--- config.mk ---
export PLATFORM = sky130hd
export DESIGN_NAME = sync_fifo_pro
export DESIGN_NICKNAME = d
export VERILOG_FILES = /design/src/rtl/sync_fifo_pro.sv
export SDC_FILE = /design/constraint.sdc
export NUM_CORES = 1
export LEC_CHECK = 0
export BUFFER_PORTS_ARGS = -buffer_cell sky130_fd_sc_hd__buf_2
export CAP_MARGIN = 0
export CORE_ASPECT_RATIO = 0.7
export CORE_MARGIN = 2
export CORE_UTILIZATION = 55
export CTS_CLUSTER_SIZE = 40
export DETAILED_ROUTE_END_ITERATION = 16
export GPL_ROUTABILITY_DRIVEN = 0
export GPL_TIMING_DRIVEN = 0
export PLACE_DENSITY = 0.73
export RECOVER_POWER = 25
export SLEW_MARGIN = 0
export SYNTH_ARGS = -nofsm -noshare
export SYNTH_HDL_FRONTEND = slang
export SYNTH_SLANG_ARGS = --single-unit
--- constraint.sdc ---
create_clock -name clk -period 5.55 [get_ports clk]
set_input_delay 1.11 -clock clk [delete_from_list [all_inputs] [get_ports clk]]
set_output_delay 1.11 -clock clk [all_outputs]
set_load 0.01 [all_outputs]
--- src/rtl/sync_fifo_pro.sv ---
// sync_fifo_pro: parametrised single-clock FIFO with programmable almost-full/almost-empty levels.
// Optional sticky overflow/underflow tracking is built only when SYNC_FIFO_ERR_FLAGS_EN is defined.
module sync_fifo_pro #(
  parameter  int DATA_WIDTH = 8,
  parameter  int DEPTH      = 16,
  parameter  int AF_LEVEL   = DEPTH - 2,
  parameter  int AE_LEVEL   = 2,
  localparam int ADDR_W     = $clog2(DEPTH)
) (
  input  logic                  clk,
  input  logic                  rst,
  input  logic                  wr_cs,
  input  logic                  wr_en,
  input  logic [DATA_WIDTH-1:0] data_in,
  input  logic                  rd_cs,
  input  logic                  rd_en,
  output logic [DATA_WIDTH-1:0] data_out,
  output logic                  full,
  output logic                  empty,
  output logic                  almost_full,
  output logic                  almost_empty,
  output logic [ADDR_W:0]       count,
  output logic                  overflow,
  output logic                  underflow
);

  localparam logic [ADDR_W:0] DEPTH_C = DEPTH[ADDR_W:0];
  localparam logic [ADDR_W:0] AF_C    = AF_LEVEL[ADDR_W:0];
  localparam logic [ADDR_W:0] AE_C    = AE_LEVEL[ADDR_W:0];

  logic [DATA_WIDTH-1:0] mem_r [DEPTH];
  logic [ADDR_W-1:0]     wr_ptr_r;
  logic [ADDR_W-1:0]     rd_ptr_r;
  logic [ADDR_W:0]       count_r;
  logic                  wr_acc_s;
  logic                  rd_acc_s;

  // Acceptance uses the registered full/empty, so a full FIFO rejects a
  // same-cycle write even when a read frees a slot.
  assign wr_acc_s = wr_cs & wr_en & ~full;
  assign rd_acc_s = rd_cs & rd_en & ~empty;

  // Storage array; contents are intentionally not reset.
  always_ff @(posedge clk) begin
    if (wr_acc_s && !rst) begin
      mem_r[wr_ptr_r] <= data_in;
    end
  end

  // Pointers and registered read data.
  always_ff @(posedge clk) begin
    if (rst) begin
      wr_ptr_r <= {ADDR_W{1'b0}};
      rd_ptr_r <= {ADDR_W{1'b0}};
      data_out <= {DATA_WIDTH{1'b0}};
    end else begin
      if (wr_acc_s) begin
        wr_ptr_r <= wr_ptr_r + {{(ADDR_W-1){1'b0}}, 1'b1};
      end
      if (rd_acc_s) begin
        rd_ptr_r <= rd_ptr_r + {{(ADDR_W-1){1'b0}}, 1'b1};
        data_out <= mem_r[rd_ptr_r];
      end
    end
  end

  // Occupancy counter.
  always_ff @(posedge clk) begin
    if (rst) begin
      count_r <= {(ADDR_W+1){1'b0}};
    end else begin
      case ({wr_acc_s, rd_acc_s})
        2'b10:   count_r <= count_r + {{ADDR_W{1'b0}}, 1'b1};
        2'b01:   count_r <= count_r - {{ADDR_W{1'b0}}, 1'b1};
        default: count_r <= count_r;
      endcase
    end
  end

  assign count        = count_r;
  assign full         = (count_r == DEPTH_C);
  assign empty        = (count_r == {(ADDR_W+1){1'b0}});
  assign almost_full  = (count_r >= AF_C);
  assign almost_empty = (count_r <= AE_C);

`ifdef SYNC_FIFO_ERR_FLAGS_EN
  logic overflow_r;
  logic underflow_r;

  // Sticky error flags, cleared only by reset.
  always_ff @(posedge clk) begin
    if (rst) begin
      overflow_r  <= 1'b0;
      underflow_r <= 1'b0;
    end else begin
      if (wr_cs && wr_en && full) begin
        overflow_r <= 1'b1;
      end
      if (rd_cs && rd_en && empty) begin
        underflow_r <= 1'b1;
      end
    end
  end

  assign overflow  = overflow_r;
  assign underflow = underflow_r;
`else
  assign overflow  = 1'b0;
  assign underflow = 1'b0;
`endif

endmodule

==> run metrics <==
Inserted Diodes 0; worst r2r dst count[4]; setup tns final 0 ps; Placeable Area approximately 11,000 um^2; status finished clean; CTS tree built; Cell variety after synth 40; ys flop type edfxtp_1; CTS Hold Buffers Added 0; commonest non-fill, non-tap cells in the layout 128 x edfxtp_1, 54 x mux2i_1, 44 x nor2_1, 31 x buf_2, 22 x o22ai_1; DRC errors left 0; delay-heaviest family, CP simple AND/OR/NAND/NOR gates; CTS buffer count 17; pwr dens between 300 and 400 nW/um^2; Post-synth EDFFs ~130; RSZ-0062 raised after global routing no; critical path type input pin to register; die height approximately 92 um; crit-path max FO 10; synthesized flop and latch total about 150; final-report setup violation count 0; Hold Crit Start data_out[0]; area post-placement 6410 um^2; initial DRC count 291; max-slew violation count 0; Total Routing Usage GR between 20% and 30%; Post-DP HPWL between 8000 and 9000 um; fin area about 7000 um^2; antenna violations before repair 0; IO Port Bufs 29; post-synthesis adder-cell area fraction around 2.2%; slowest stage delay, CP ~400 ps; largest area contributor in the netlist edfxtp_1; H-tree depth 4; critical path's most frequent cell buf_2; Placed Instances 587; overflow left after global routing 0; IO Pins 33; Leak ~2.3 nW; Worst Hold Depth 2; Synth Area in Compound Gates a little under 5%; drt wl/cell a little over 20 um; Max VDD drop roughly 0.00036 V; post-synthesis mux area share ~11%; r2r startpoint count[0]; Root Driver clkbuf_16; first-pass GRT wire length roughly 19,000 um; reg-to-reg setup timing slack 2380 ps; Worst-Margin Slew about 830 ps; maxcap violations 0; period utilization between 60% and 70%; CP startpoint kind input pin; main combinational cell family by area after synthesis multiplexers; Post-CTS Resized 0; Seq/Total Area, Yosys 70.2%; layout cells sized above 1 between 10% and 20%; Crit-path slowest cell fa_1; relative slew slack 44.5%; Clock transition at path regs 60 ps; clk buf depth 2; Nets 477; Tmin final roughly 3300 ps; CP Cell Sequence buf_2 > nand2_1 > a21oi_1 > buf_2 > ha_1 > inv_1 > fa_1 > nor2b_1 > o21ai_0 > nand3_1 > or3b_1 > mux2_1; Hold Fails Final Rpt 0; Synth Area in XOR/XNOR 1.15%; DR pass1 iterations 5; Post-CTS Setup Inserts 0; antenna-violating nets left 0; row count 32; final WL 12,600 um; Hold/Removal Path Class register to register; synthesized instance count just over 400; routed vias/inst about 5.6; Arr. time, crit path 3640 ps; fin cells roughly 620; area added between synthesis and finish 14.8%; Fmax around 0.30 GHz; Starting Density 55.8%; Critical Path End Type register; cell area after synthesis 6070 um^2; top-area cell type share of the netlist area 63.3%; Die W around 130 um; Synth area leaders edfxtp_1 63%, mux2i_1 8.9%, dfxtp_1 6.9%; commonest non-fill, non-tap cell in the layout edfxtp_1; die area between 10,000 and 15,000 um^2; vias in the first global route 3,443; CTS sink count between 100 and 150; Worst Hold Path EP data_out[0]; average cell area after synthesis around 15 um^2; FFs w/ async S/R, synth 0%; Synth Area in Simple Gates under 10%; Worst-Skew Late Latency roughly 420 ps; R2R depth 10; YS warnings 0; worst endpoint required time between 5000 and 6000 ps; CP Buf/Inv Count 3; vias ~3,500; final clock skew ~9.6 ps; largest net degree at the start of global routing 17
-- worst reg2reg max path, delay by kind of cell, from the launching register on --
kind,cells,cell delay (ps)
compound gates,3,490
fa+ha+maj,2,600
buf+inv,1,240
flops,1,370
mux,1,320
simple gates,3,1040
-- layout make-up --
type / instances / area, um^2
Sequential cell: 149 / 4260
Fill cell: 830 / 3920
Multi-Input combinational cell: 226 / 1640
Clock buffer: 18 / 429
Tap cell: 153 / 191
Buffer: 22 / 148
Timing Repair Buffer: 29 / 139
Clock inverter: 14 / 136
Inverter: 8 / 30.0
-- report_power, final --
part           total [mW]  leakage, nW  internal, mW  switching (mW)
Clock                1.09        0.281         0.657           0.434
Sequential           1.24         1.32          1.23          0.0135
Combinational       0.143        0.686        0.0530          0.0904
Total                2.48         2.29          1.94           0.538
-- worst max path at each step --
stage | depth (start not counted) | slack (ps) | from | endpoint
2_1_floorplan | 11 | 2300 | rd_cs | count[4]
3_3_place_gp | 12 | 1910 | rd_cs | count[4]
3_5_place_dp | 12 | 1820 | rd_cs | count[4]
4_1_cts | 12 | 2260 | rd_cs | count[4]
5_1_grt | 12 | 2080 | rd_cs | count[4]
6_report | 12 | 2220 | rd_cs | count[4]
-- sequential cells by signal (all words and copies together) (netlist names) --
register / flops
data_out: 8
wr_ptr_r: 4
mem_r: 128
count: 5
rd_ptr_r: 4
-- cell usage after synthesis (2+ instances only) --
| cell | n |
|---|---|
| xor2_1 | 4 |
| a21oi_1 | 6 |
| nand3_1 | 2 |
| inv_1 | 8 |
| ha_1 | 9 |
| mux4_2 | 2 |
| buf_4 | 3 |
| clkbuf_1 | 5 |
| and2_1 | 2 |
| xnor2_1 | 4 |
| nor4_1 | 7 |
| or3b_1 | 3 |
| nor2_1 | 44 |
| nand2_1 | 20 |
| or3_1 | 2 |
| buf_6 | 6 |
| edfxtp_1 | 128 |
| o22ai_1 | 22 |
| buf_2 | 7 |
| dfxtp_1 | 21 |
| mux2i_1 | 54 |
| nor3_1 | 2 |
| nor2b_1 | 2 |
| mux2_2 | 8 |
| nand3b_1 | 5 |
| a211oi_1 | 7 |
| o21ai_0 | 8 |
-- routing by layer --
layer	up-vias	share of wire [%]	global-route usage (%)
met5	-	0	0
met4	0	1.1	7.08
met3	15	6.8	5.83
met2	109	47	34.6
met1	1740	45	32.9
li1	1627	-	-
-- per-stage QoR --
step	util, %	hold slack (ps)	worst slack (ps)	power, mW
floorplan	-	518	2300	1.35
global placement	58.9	490	1910	1.40
detailed placement	58.9	492	1820	1.41
CTS	64.1	500	2260	2.49
global route	64.0	530	2080	2.55
finish	64.0	503	2220	2.48
-- cell families after synthesis --
group / after synthesis
other: 1
adder cells (fa/ha/maj): 10
AND/OR/NAND/NOR: 93
buffers and inverters: 30
AO/OA/AOI/OAI: 48
XOR/XNOR: 8
flip-flops: 149
multiplexers: 65
(Power assumes the default switching activity.)
